<file path="src/rtl/instr_fetch_unit.sv">
// Instruction fetch unit: PC register, one fetch per cycle into a circular
// {pc, instr} prefetch queue, head presented to decode over valid/ready.
module instr_fetch_unit #(
    parameter logic [31:0] RESET_PC = 32'h0000_0000,
    parameter int          DEPTH    = 2
) (
    input  logic                     clk_i,
    input  logic                     rst_i,
    output logic [31:0]              imem_addr_o,
    input  logic [31:0]              imem_instr_i,
    input  logic                     redirect_i,
    input  logic [31:0]              redirect_pc_i,
    output logic                     id_valid_o,
    input  logic                     id_ready_i,
    output logic [31:0]              id_instr_o,
    output logic [31:0]              id_pc_o,
    output logic [$clog2(DEPTH):0]   queue_cnt_o
);

    localparam int PW = $clog2(DEPTH);
    localparam int CW = PW + 1;

    logic [31:0]   r_pc;
    logic [31:0]   r_q_pc    [DEPTH];
    logic [31:0]   r_q_instr [DEPTH];
    logic [PW-1:0] r_rptr;
    logic [PW-1:0] r_wptr;
    logic [CW-1:0] r_cnt;

    logic w_pop;
    logic w_full;
    logic w_push;

    assign w_pop  = id_valid_o & id_ready_i;
    assign w_full = (r_cnt == CW'(DEPTH));
    assign w_push = ~redirect_i & (~w_full | w_pop);

    // NOTE: sequential state uses non-blocking assignments so every register
    // samples the pre-edge values of its neighbours.
    always_ff @(posedge clk_i or posedge rst_i) begin
        if (rst_i) begin
            r_pc   <= RESET_PC;
            r_rptr <= '0;
            r_wptr <= '0;
            r_cnt  <= '0;
        end else if (redirect_i) begin
            r_pc   <= {redirect_pc_i[31:2], 2'b00};
            r_rptr <= '0;
            r_wptr <= '0;
            r_cnt  <= '0;
        end else begin
            if (w_push) begin
                r_pc   <= r_pc + 32'd4;
                r_wptr <= r_wptr + 1'b1;
            end
            if (w_pop) begin
                r_rptr <= r_rptr + 1'b1;
            end
            if (w_push && !w_pop) begin
                r_cnt <= r_cnt + 1'b1;
            end else if (w_pop && !w_push) begin
                r_cnt <= r_cnt - 1'b1;
            end
        end
    end

    // NOTE: the queue storage is reset so the head outputs read 0, not X,
    // while the queue is empty after reset.
    always_ff @(posedge clk_i or posedge rst_i) begin
        if (rst_i) begin
            for (int i = 0; i < DEPTH; i++) begin
                r_q_pc[i]    <= '0;
                r_q_instr[i] <= '0;
            end
        end else if (w_push) begin
            r_q_pc[r_wptr]    <= r_pc;
            r_q_instr[r_wptr] <= imem_instr_i;
        end
    end

    assign imem_addr_o = r_pc;
    assign id_valid_o  = (r_cnt != '0);
    assign id_pc_o     = r_q_pc[r_rptr];
    assign id_instr_o  = r_q_instr[r_rptr];
    assign queue_cnt_o = r_cnt;

endmodule

</file>
<file path="config.mk">
export PLATFORM = sky130hd
export DESIGN_NAME = instr_fetch_unit
export DESIGN_NICKNAME = d
export VERILOG_FILES = /design/src/rtl/instr_fetch_unit.sv
export SDC_FILE = /design/constraint.sdc
export NUM_CORES = 1
export LEC_CHECK = 0
export BUFFER_PORTS_ARGS = -buffer_cell sky130_fd_sc_hd__buf_2
export CORE_MARGIN = 3
export CORE_UTILIZATION = 47
export DETAILED_ROUTE_END_ITERATION = 8
export PLACE_DENSITY_LB_ADDON = 0.15
export SLEW_MARGIN = 20
export SYNTH_ARGS = -nofsm -noshare
export SYNTH_HDL_FRONTEND = slang
export SYNTH_SLANG_ARGS = --single-unit
</file>
<file path="constraint.sdc">
create_clock -name clk_i -period 4.69 [get_ports clk_i]
set_input_delay 0.469 -clock clk_i [delete_from_list [all_inputs] [get_ports clk_i]]
set_output_delay 0.469 -clock clk_i [all_outputs]
set_load 0.02 [all_outputs]
</file>
## Word-level counts from Yosys, hierarchy flattened

Cells that the tools add are included.

| word-level totals | value |
|---|---|
| bits in registers | 164 |
| bits in latches | 0 |
| memory bits (writable) | 0 |
| memory bits (read-only) | 0 |
| input port bits | 68 |
| output and inout port bits | 99 |
| memories | 0 |

| cells by class | value |
|---|---|
| $add $sub $neg | 5 |
| multiply operators | 0 |
| divide/modulo/power cells | 0 |
| $lt $le $gt $ge | 3 |
| equal/unequal tests | 1 |
| shift operators | 0 |
| muxes and demuxes | 19 |
| bitwise operators | 7 |
| reduce and logical (&&, ||, !) cells | 9 |

Operators by type and width:

| kind | count |
|---|---|
| 32-bit two-way mux | 9 |
| 64-bit bitwise mux | 2 |
| 32-bit by 3-bit adder with 32-bit output (second input constant) | 1 |
| 32-bit demux with 1-bit select | 1 |
| 2-bit two-way mux | 3 |
| 2-bit nonzero test | 3 |
| 2-bit greater-or-equal comparator (second input constant) | 2 |
| 1-bit two-way mux | 4 |
| 1-bit inverter with 2-bit output | 2 |
| 1-bit logical AND | 3 |
| 3-bit nonzero test | 1 |
| 1-bit adder (second input constant) | 2 |
| 2-bit by 1-bit adder with 2-bit output (second input constant) | 1 |
| 1-bit bitwise AND | 2 |
| 2-bit == test (second input constant) | 1 |
| 1-bit logical NOT | 2 |
| 2-bit by 1-bit less-than comparator with 1-bit output (second input constant) | 1 |
| 1-bit inverter | 2 |
| 2-bit by 1-bit subtractor with 2-bit output (second input constant) | 1 |
| 1-bit OR | 1 |

## Depth between registers and ports, before layout

Gate-level depths: netlist (run 1).

| logic depth | value |
|---|---|
| depth after elaboration | 9 |
| gate-level depth with buffers | 6 |

## Worst setup path before layout (run 1)

Ideal clock, no wire load.

| timing | value |
|---|---|
| path kind | reg2reg |
| start | register r_pc[2] (netlist: imem_addr_o[2]) |
| end | register r_pc[14] (netlist: imem_addr_o[14]) |
| setup time | 69 ps |
| data arrival time | 1997 ps |
| required time | 4621 ps |
| setup slack | 2624 ps |
| stages on the path, launching flop included | 7 |
| buffers on the path | 1 |
| cells stage by stage | dfrtp_1 ha_1 nand3_1 or3_1 clkbuf_1 or4_1 nand3_1 |

| between the ends | value |
|---|---|
| cells in the longest elaborated chain, start to end | 3 |

RTL lines:

| element | line | source |
|---|---|---|
| from (decl) | 23 | `logic [31:0] r_pc;` |
| from (signal assigned) | 47 | `r_pc <= {redirect_pc_i[31:2], 2'b00};` |
| from (signal assigned) | 53 | `r_pc <= r_pc + 32'd4;` |
| 32-bit by 3-bit adder with 32-bit output | 53 |  |
| 32-bit two-way mux | 52 | `if (w_push) begin` |
| 32-bit two-way mux | 46 | `end else if (redirect_i) begin` |

Every way passes these cells. The select of a mux whose other input is x is not followed.
A chain may end at the register's enable or synchronous reset.

## Final worst setup path (run 1)

| timing | value |
|---|---|
| start | register r_rptr |
| end | output id_pc_o[27] |

| between the ends | value |
|---|---|
| cells in the longest elaborated chain, start to end | 4 |

RTL lines:

| element | line | source |
|---|---|---|
| from (decl) | 26 | `logic [PW-1:0] r_rptr;` |
| from (signal assigned) | 57 | `r_rptr <= r_rptr + 1'b1;` |
| 1-bit inverter with 2-bit output (not written as such) | 83 | `assign id_pc_o = r_q_pc[r_rptr];` |
| 32-bit two-way mux (not written as such) (3 in series) | 83 |  |
| to (decl) | 16 | `output logic [31:0] id_pc_o,` |

Every way passes these cells. The select of a mux whose other input is x is not followed.

==> results list, run 1 <==
- Crit Path Category: flip-flop to output port
- The internal power of the cells totals 3.05 mW.
- The first global-routing pass estimated roughly 26 mm of wire.
- Last weighted congestion value of the routability-driven placer: 0.740
- Total DRC errors in the routed layout: 0
- Via count: 4,973
- Mapped Cells: 561
* Initial standard-cell utilization of the core: 49.1%
* Die height: 131 um
- Crit path time final: around 2900 ps
- After synthesis, the share of flip-flops with an asynchronous set or reset is 100%.
- Net switching is between 20% and 30% of the power.
* FF+latch count, synth: 158
- Main flop type after synthesis: sky130_fd_sc_hd__dfrtp_1
- Cell area power density: 492 nW/um2
* Vias in the first global route: 5,169
- Combinational cells account for 25.8% of the total power.
* Initial antenna violation count: 2
* Top cells by area, synth: sky130_fd_sc_hd__dfrtp_1 (54%), sky130_fd_sc_hd__mux2_2 (29%), sky130_fd_sc_hd__or4_1 (1.4%)
- Average wire per cell in the routed design: roughly 18 um
- Cells with a size suffix above 1 make up 54.4% of the layout.
- After global routing the overflow that remains totals 0.
* Crit. Startpoint: r_rptr
- STA puts the critical path data required time at around 4200 ps.
- Class of the most critical hold timing path: primary input to flip-flop
- Period utilization: 61.9%
* Number of fillers in the final layout: 1,229
- From left edge to right edge, the die measures 131 um.
- Counting tap cells, the placed design contains a total of 875 instances.
- The clock arrives with roughly 7 ps of skew.
- The flow ran to the end, and the final reports show no timing, DRC or antenna violations.
- Clock Pin Slew Worst Setup and Hold Paths: 60 ps
- Maximum VDD drop: ~270 uV
- The final-report max-slew violation count came to 0.
* Setup crit start kind: flip-flop
- The analysis attributes to net switching a power of between 1 and 1.5 mW.
* Total core area: approximately 15,000 um2
- Post-CTS setup repair buffer count: 0
- 167 I/O pins were placed.
* Count of cell types in the netlist: 39
- Number of H-tree levels: 4
- For the pin with the worst max-slew slack, the measured transition is 906 ps.
- Number of buffers inserted by hold repair at cts: 0
- Yosys synthesis warning count: 0
- Max-cap violations: 0
- In the final timing run, aggregate negative setup slack is 0 ps.
* Die Area: 17,100 um2
- Once detail routing completed, the nets flagged for antenna violations numbered 0.
- Arrival @ worst endpoint: about 2400 ps
* Peak clock frequency supported by timing: roughly 0.34 GHz
- The clock reaches the later pin of the worst-skew pair after between 400 and 500 ps.
* Startpoint of the worst register-to-register path: imem_addr_o[2]
- Pre-antenna DRT Iters: 4
- The count of cells in the finished layout, fillers not included, comes to 908.
- Top cell type by total area after synthesis: sky130_fd_sc_hd__dfrtp_1
- CTS Sinks: 158
- Quantity of I/O buffers inserted on ports: 160
- The synthesized netlist occupies a cell area of 7300 um2.
- The clock network burns 31.2% of the power.
* HPWL after detailed placement: 10.7 mm
- Of the synthesized area, sequential elements account for a little over half.
- Entering global routing, the biggest net connects 159 pins.
- Clock Root Buffer: sky130_fd_sc_hd__clkbuf_16
* Average instance area after synthesis: between 10 and 15 um2
- Along the worst path, the maximum fanout reaches 33.
* Worst slew slack as a fraction of its limit: between 30 and 40%
- Largest buffer count on any clock path: 2
* EDFF count, synth: 0
* Area Overhead vs Synth: 20.9%
- The worst setup path is captured at an output port.
- Once the clock tree was built, the resizer swapped 0 gates to a different size.
* Final hold violation count: 0
- Across every metal layer, demand over resource in global routing totals 19.4%.
- Drt initial violations: 260
* Routed wire length: 16.1 mm
* Total setup violations reported at the end of the flow: 0
- Number of buffers inserted during clock tree synthesis: 17
- Dividing the detail-routed via count by the number of cells gives 5.48.
- Rows: 44
* Seq pwr share: 43.0%
- Area share of the largest cell type after synthesis: a little over half
* Static leakage power: between 3 and 4 nW
- Number of nets at the end of the flow: 779
- Setup repair after global routing left no endpoint under its margin.
* Clock tree from TritonCTS: done
- In this run the most critical hold path is launched from redirect_pc_i[8].
==> cell families (layout without fill, tap and decap cells) <==
logic type               count (synthesis)  in the layout  synth area share (%)
AO/OA/AOI/OAI                           48             48                  4.21
AND/OR/NAND/NOR                        106            106                  8.05
adder cells (fa/ha/maj)                  1              1                 0.171
flip-flops                             158            158                  54.1
multiplexers                           187            187                  28.8
buffers and inverters                   46            205                  2.88
XOR/XNOR                                14             14                  1.68
other                                    1              5                0.0513
==> cell usage after synthesis, drive strengths merged (2+ instances only) <==
cell type,n
mux2,186
dfrtp,158
nand2,26
buf,25
nor2,20
a31oi,15
clkbuf,15
o21ai,14
or4,14
nand3,13
o31ai,12
xnor2,10
inv,6
nor4,6
nand4,5
or3,5
xor2,4
nor2b,3
nor3b,3
o41ai,3
and4,2
nand4bb,2
nor3,2
o211ai,2
or2,2
==> flip-flops by register name, summed over array words and instances (netlist names) <==
register / cells
imem_addr_o: 30
queue_cnt_o: 2
r_q_instr: 64
r_q_pc: 60
r_rptr: 1
r_wptr: 1
==> metal layers <==
layer | up-vias | track usage (%) | part of all wire, %
met3 | 18 | 5.08 | 5.6
li1 | 2334 | - | -
met1 | 2488 | 25.6 | 45
met4 | 2 | 6.47 | 1.3
met5 | - | 0 | 0.081
met2 | 131 | 31.4 | 48
==> worst max-delay path, stage by stage (launching register included) <==
cell	delay (ps)
sky130_fd_sc_hd__dfrtp_2	890
sky130_fd_sc_hd__buf_4	540
sky130_fd_sc_hd__mux2_2	400
sky130_fd_sc_hd__buf_2	160
==> power groups by stage <==
stage / logic [mW] / clock network, mW / registers [mW]
3_5_place_dp: 1.14 / 0 / 1.89
3_3_place_gp: 1.11 / 0 / 1.86
4_1_cts: 1.14 / 1.39 / 1.87
6_report: 1.12 / 1.36 / 1.87
5_1_grt: 1.21 / 1.45 / 1.91
2_1_floorplan: 0.825 / 0 / 1.85
==> worst paths after layout <==
path                                   end  depth (start not counted)  slack, ps
max                            id_pc_o[27]                          3       1790
min                         imem_addr_o[8]                          3        270
max reg2reg                imem_addr_o[20]                          5       2390
min reg2reg                  r_q_instr[16]                          1        500
max in group asynchronous           r_rptr                          3       3760
min in group asynchronous       r_q_pc[60]                          3        320
==> final cells by class <==
type                    count  area (um2)  share of cell area, %
multi-input cells         360        3160                   35.8
inverters                   6        26.3                  0.298
clock inverters            10         113                   1.28
clock buffers              22         474                   5.37
well taps                 184         230                   2.61
diodes                      1        2.50                 0.0283
repair buffers            167         866                   9.81
flip-flops and latches    158        3960                   44.8
==> cells in the final DEF (no fill, tap or decap), drive strengths merged, types with 3 or more instances in the layout <==
master and n:
xor2 4, nor3b 3, a31oi 15, nand2 26, clkinvlp 3, o31ai 12
clkinv 6, nor2b 3, or4 14, buf 167, or3 5, dfrtp 158
o21ai 14, nor4 6, nand4 5, nor2 20, conb 4, xnor2 10
clkbuf 22, mux2 186, o41ai 3, nand3 13, inv 5
==> per-stage QoR <==
| step | instance area [um2] | hold slack [ps] | total power, mW | utilization (%) | worst slack, ps |
|---|---|---|---|---|---|
| floorplan | 7320 | 475 | 2.67 | - | 2220 |
| global placement | 8240 | 483 | 2.98 | 55.4 | 2210 |
| detailed placement | 8240 | 491 | 3.03 | 55.4 | 2170 |
| CTS | 8820 | 255 | 4.40 | 59.4 | 1720 |
| global route | 8830 | 280 | 4.58 | 59.4 | 1650 |
| finish | 8830 | 268 | 4.35 | 59.4 | 1790 |
(Power assumes the default switching activity.)
==> run 2: changes to the inputs <==
- clock period: 4.69 -> 2.6 ns (I/O delays scaled with it)
==> run 2 against run 1 <==
  * Worst setup slack got worse by 1500 ps
  * Critical endpoint is now imem_addr_o[29]
  * Non-clock buffer count up 3
  * Utilization grew 0.63 points
  * Sequential power rose by 80%
  * Sequential share of layout area shrank 0.47 points
  * Critical path depth is 2 higher
  * Die area unchanged
==> results list, run 2 (synthesis results as in run 1) <==
* Outcome: completed
* Number of buffers inserted by hold repair at cts: 0 (unchanged)
* Via count: 5,033 (+1.2%)
* Worst EP required: 2930 ps (-1290 ps)
- Total DRC errors in the routed layout: 0 (unchanged)
* Period utilization: 87.7%
* Max-cap violations: 0 (unchanged)
* Vias per Instance: 5.53 (+0.98%)
- The final net count came to 782 (+0.39%).
* Clock Root Buffer: sky130_fd_sc_hd__clkbuf_16
- Register bank with the most flops: r_q_instr
- The total power per unit cell area was 901 nW/um2 (+83%).
- The antenna diode instance count is 0 (-1).
- The clock tree buffer depth was 2 (unchanged).
- Pre-CTS WS: 308 ps (-1870 ps)
* Share of layout cells above drive strength 1: 54.4% (about the same)
- Worst slew slack as a fraction of its limit: 42.8% (+3.3 points)
- The largest voltage drop on the vdd net is 463 uV (+74%).
* Quantity of gates resized following cts: 0 (unchanged)
- Static timing analysis puts the maximum clock frequency at around 0.44 GHz.
- The die footprint came to 17,100 um2 (unchanged).
* Final-report max-slew violation count: 0 (unchanged)
- Total setup violations reported at the end of the flow: 0 (unchanged)
- The number of flip-flops in the largest register was 64 (unchanged).
- Number of buffer and inverter stages on the critical path: 1 (-1)
- Pre-antenna DRT Iters: 4 (unchanged)
- Walking the worst path, the cells encountered are nor3b_2 > buf_4 > or3_1 > or4_1 > a31oi_1.
* Drt initial violations: 251 (-3.5%)
- Power after layout: 8.03 mW (+85%)
- The via count of the first global-routing pass was 5,128 (-0.79%).
- TritonCTS built the clock tree.
* Class of the most critical hold timing path: primary input to flip-flop
* Commonest cells after routing, fill and taps aside: sky130_fd_sc_hd__mux2_2 (186), sky130_fd_sc_hd__buf_2 (160), sky130_fd_sc_hd__dfrtp_1 (157)
- The clock insertion delay at the later pin of the skew report is 420 ps (about the same).
- The global-route wire length before repair is 25.9 mm (-0.18%).
* Clock Pin Slew Worst Setup and Hold Paths: 60 ps (about the same)
- The H-tree level count came to 4 (unchanged).
- Final TNS setup: 0 ps (unchanged)
- The largest fanout of any net on the critical path is 19 (-42%).
- The aggregate global-route resource usage came to 19.5% (+0.14 points).
- Routed wire length: 16.4 mm (+2.4%)
- The total grt overflow came to 0 (unchanged).
- Highest cell delay on the worst timing path: 660 ps (-230 ps)
* Initial standard-cell utilization of the core: 49.1% (unchanged)
- The wire length per cell after detailed routing is 18.1 um (+2.2%).
* Last weighted congestion value of the routability-driven placer: 0.737 (-0.45%)
- Most common cell after layout, fill and taps aside: sky130_fd_sc_hd__mux2_2
- The final antenna-violating net count is 0 (unchanged).
- Setup repair after global routing left no endpoint under its margin.
* Number of buffers inserted during clock tree synthesis: 17 (unchanged)
- Total core area: 14,900 um2 (unchanged)
- The worst path in the final design needs a cycle of 2280 ps, including I/O delays and setup.
* Type of element capturing the critical path: flip-flop
* Setup crit start kind: flip-flop
* Clock tree skew after final layout: 12.8 ps (+5.72 ps)
* Rows: 44 (unchanged)
- The final setup slack of the worst path is 319 ps (-1470 ps).
- The number of fill cells in the layout was 1,212 (-1.4%).
- CTS Sinks: 158 (unchanged)
- Instance area after placement: 8300 um2 (+0.73%)
- Initial antenna violation count: 2 (unchanged)
- The die height was 131 um (unchanged).
- The placed wire-length estimate after detailed placement came to 10.8 mm (+1.2%).
* Final hold violation count: 0 (unchanged)
- Post-route cell area: 8920 um2 (+1.1%)
* Delay-heaviest family, CP: simple AND/OR/NAND/NOR gates
* IO Pins: 167 (unchanged)
- Quantity of I/O buffers inserted on ports: 160 (unchanged)
* Pin count of the biggest net entering global routing: 159 (unchanged)
- The chip width was 131 um (unchanged).
- The slew at the pin with the worst max-slew slack was 858 ps (-47.8 ps).
- Area Overhead vs Synth: 22.2%
- The critical path in this run is classified as flip-flop to flip-flop.
- Slowest cell on the critical path: sky130_fd_sc_hd__or3_1
- The utilization of the core after routing is 60.0% (+0.63 points).
* Arrival @ worst endpoint: 2610 ps (+180 ps)
* Post-CTS setup repair buffer count: 0 (unchanged)
- Static leakage power: 3.85 nW (+1.0%)
-- run 2: worst paths after layout --
kind | startpoint | end | slack [ps] | depth (start not counted)
max | queue_cnt_o[1] | imem_addr_o[29] | 320 | 5
min | redirect_pc_i[7] | imem_addr_o[7] | 50 | 3
max reg2reg | queue_cnt_o[1] | imem_addr_o[29] | 320 | 5
min reg2reg | r_q_pc[52] | r_q_pc[52] | 500 | 1
max in group asynchronous | rst_i | r_rptr | 1850 | 3
min in group asynchronous | rst_i | r_q_pc[26] | 70 | 3
-- run 2: cell type report --
cell class | count | area, um2 | share of cell area, %
well taps | 184 | 230 | 2.58
flip-flops and latches | 158 | 3960 | 44.3
multi-input cells | 360 | 3160 | 35.4
inverters | 6 | 26.3 | 0.295
clock buffers | 22 | 464 | 5.20
repair buffers | 170 | 926 | 10.4
clock inverters | 10 | 159 | 1.78
-- run 2: worst min-delay path, cell delays in order --
cell	delay (ps)
sky130_fd_sc_hd__buf_2	70
sky130_fd_sc_hd__nand2_1	40
sky130_fd_sc_hd__o21ai_0	50
-- run 2: per-layer routing --
layer | wire length [um] | share of wire (%) | global-route usage, % | vias to the layer above
met2 | 7900 | 48 | 31.0 | 138
met1 | 7240 | 44 | 25.3 | 2534
li1 | - | - | - | 2342
met4 | 159 | 0.97 | 6.65 | 4
met3 | 1120 | 6.8 | 6.59 | 15
met5 | 29 | 0.18 | 0 | -
-- run 2: through the flow --
step	hold WS (ps)	cells
finish	49.6	910
global route	52.6	910
CTS	36.5	910
detailed placement	479	878
global placement	476	878
floorplan	380	564
-- run 2: power by group --
| group | switching [mW] | internal (mW) |
|---|---|---|
| clock | 0.961 | 1.66 |
| combinational | 1.05 | 1.01 |
| sequential | 0.346 | 3.01 |
==> run 3: changes to the inputs <==
==> constraint.sdc (replaced) <==
create_clock -name clk_i -period 2.6 [get_ports clk_i]
set_input_delay 0.52 -clock clk_i [delete_from_list [all_inputs] [get_ports clk_i]]
set_output_delay 0.52 -clock clk_i [all_outputs]
set_load 0.02 [all_outputs]
==> run 3 against run 2 <==
  * Worst hold slack better by 110 ps
  * Flip-flop and latch count stayed put
  * Via count is 1.2% lower
  * Fmax is 2.9% higher
  * Clock power is 13% lower
  * Die area stayed put
  * Worst setup slack better by 64 ps
  * Critical path depth is 2 lower
  * Clock-buffer cell count stayed put
  * Register-to-register slack better by 90 ps
  * Critical endpoint is now id_instr_o[13]
  * Largest power group unchanged
  * Highest routed layer unchanged
==> results list, run 3 (synthesis results as in run 1) <==
- Outcome: completed
* Vias per Instance: 5.43 (-1.8%)
* Peak clock frequency supported by timing: 0.451 GHz (+2.9%)
- Slowest cell on the critical path: sky130_fd_sc_hd__mux2_2
- The die footprint was 17,100 um2 (unchanged).
- Maximum VDD drop: 549 uV (+19%)
- Instance area after placement: 8360 um2 (+0.69%)
- Cell area power density: 866 nW/um2 (-3.9%)
- Clock tree skew after final layout: 5.42 ps (-7.41 ps)
* Class of the most critical hold timing path: primary input to async pin
- Clock Pin Slew Worst Setup and Hold Paths: 60 ps (about the same)
- The data required time at the worst endpoint came to 2080 ps (-850 ps).
* Initial antenna violation count: 1 (-1)
- The number of hold violations in the final report was 0 (unchanged).
- The clock insertion delay at the later pin of the skew report was 410 ps (about the same).
- The met2 capacity usage during global routing was 31.3% (+0.30 points).
* Final TNS setup: 0 ps (unchanged)
* Number of buffers inserted during clock tree synthesis: 17 (unchanged)
- The post-route DRC violation count came to 0 (unchanged).
- Critical-path cell list: buf_12 > mux2_2 > buf_2
- Setup repair after global routing left no endpoint under its margin.
- The initial DRC count was 226 (-10%).
- Routed wire length: 16.2 mm (-1.6%)
- Number of flip-flops under the largest register name: 64 (unchanged)
- Register bank with the most flops: r_q_instr
- Worst slew pin tran: 822 ps (-36.3 ps)
- The number of fill cells in the layout was 1,236 (+2.0%).
* Pre-antenna DRT Iters: 4 (unchanged)
- Last weighted congestion value of the routability-driven placer: 0.753 (+2.2%)
- Highest cell delay on the worst timing path: 390 ps (-270 ps)
- Clock tree from TritonCTS: done
* Share of layout cells above drive strength 1: 54.6% (+0.24 points)
* CTS Sinks: 158 (unchanged)
- Most common cell after layout, fill and taps aside: sky130_fd_sc_hd__mux2_2
* Crit path time final: 2220 ps (-63.8 ps)
- IO Pins: 167 (unchanged)
- The chip width is 131 um (unchanged).
* Vias in the first global route: 5,144 (+0.31%)
- Static leakage power: 3.84 nW (-0.18%)
* Setup crit start kind: flip-flop
- Initial standard-cell utilization of the core: 49.1% (unchanged)
- Number of H-tree levels: 4 (unchanged)
* Total core area: 14,900 um2 (unchanged)
- The final setup violation count came to 0 (unchanged).
- The placed wire-length estimate after detailed placement is 10.9 mm (+0.97%).
- Area Overhead vs Synth: 21.9%
- Final-report max-slew violation count: 0 (unchanged)
- The tightest slew margin relative to the limit was 44.7% (+1.9 points).
* Crit Path Category: flip-flop to output port
- Wire length of the first global-routing pass: 26.0 mm (+0.32%)
- Pin count of the biggest net entering global routing: 65 (-59%)
- Quantity of I/O buffers inserted on ports: 160 (unchanged)
- The worst hold slack came to 156 ps (+106 ps).
- The site row count is 44 (unchanged).
- The fraction of met1 tracks used by global routing is 25.7% (+0.39 points).
- Global routing usage on met3: 5.73% (-0.85 points)
* Average wire per cell in the routed design: 17.7 um (-2.2%)
* Busiest grt layer: met2
* Largest fanout on the critical path: 63 (+44)
- The final instance area came to 8900 um2 (-0.24%).
- Ant diodes: 0 (unchanged)
- The clock tree buffer depth came to 2 (unchanged).
- The aggregate global-route resource usage came to 19.4% (-0.11 points).
- Arrival @ worst endpoint: 1700 ps (-910 ps)
- Max-cap violations: 0 (unchanged)
- Period utilization: 85.3% (-2.5 points)
- The post-CTS setup buffer count came to 0 (unchanged).
* Via count: 4,974 (-1.2%)
* Overflow left after global routing: 0 (unchanged)
- Number of buffers inserted by hold repair at cts: 0 (unchanged)
* Number of nets at the end of the flow: 788 (+0.77%)
- Quantity of gates resized following cts: 0 (unchanged)
* Type of element capturing the critical path: output port
* Die height: 131 um (unchanged)
* Final critical-path setup slack: 383 ps (+63.8 ps)
- Antenna violation net count after detailed routing: 0 (unchanged)
- Commonest cells after routing, fill and taps aside: sky130_fd_sc_hd__mux2_2 (186), sky130_fd_sc_hd__buf_2 (160), sky130_fd_sc_hd__dfrtp_1 (157)
- The root buffer cell chosen for the clock tree is sky130_fd_sc_hd__clkbuf_16.
- The placement-stage worst setup slack was 337 ps (+29.1 ps).
run 3: changes by cell type in the layout (fill, tap and decap cells not counted), sizes merged:
cell      delta
bufinv       -3
clkinv       +2
buf          +6
clkinvlp     +1
run 3: critical path, delay by kind of cell, from the launching register on:
kind	cells	cell delay [ps]
mux	1	390
flops	1	370
buf+inv	2	490
run 3: cell type report:
class,count,area [um2],area share [%]
clock buffer,22,454,5.10
clock inverter,10,90.1,1.01
inverter,6,26.3,0.295
multi-input combinational,360,3160,35.5
sequential,158,3960,44.4
tap,184,230,2.59
timing repair buffer,176,983,11.1
run 3: path summary, 6_finish.rpt:
path / start / endpoint / slack (ps) / depth (start not counted)
max: r_rptr / id_instr_o[13] / 380 / 3
min: rst_i / r_q_pc[57] / 160 / 2
max reg2reg: queue_cnt_o[1] / imem_addr_o[20] / 410 / 5
min reg2reg: r_q_pc[20] / r_q_pc[20] / 500 / 1
max in group asynchronous: rst_i / r_q_instr[15] / 1760 / 3
min in group clk_i: redirect_pc_i[5] / imem_addr_o[5] / 310 / 3
run 3: power by group:
| group | leakage [nW] | switching, mW | internal, mW | total, mW |
|---|---|---|---|---|
| logic | 1.73 | 1.05 | 1.02 | 2.07 |
| clock network | 0.260 | 0.950 | 1.34 | 2.29 |
| registers | 1.84 | 0.333 | 3.01 | 3.34 |
run 3: layer usage:
metal | share of wire, % | up-vias
li1 | - | 2351
met1 | 44 | 2469
met2 | 48 | 132
met3 | 6.5 | 20
met4 | 1.3 | 2
met5 | 0.080 | -
run 3: metrics by stage:
stage	cells	power (mW)	utilization (%)
global placement	884	5.40	56.2
finish	916	7.70	59.9
CTS	916	7.81	59.9
global route	916	8.11	59.9
detailed placement	884	5.49	56.2
floorplan	564	4.82	-
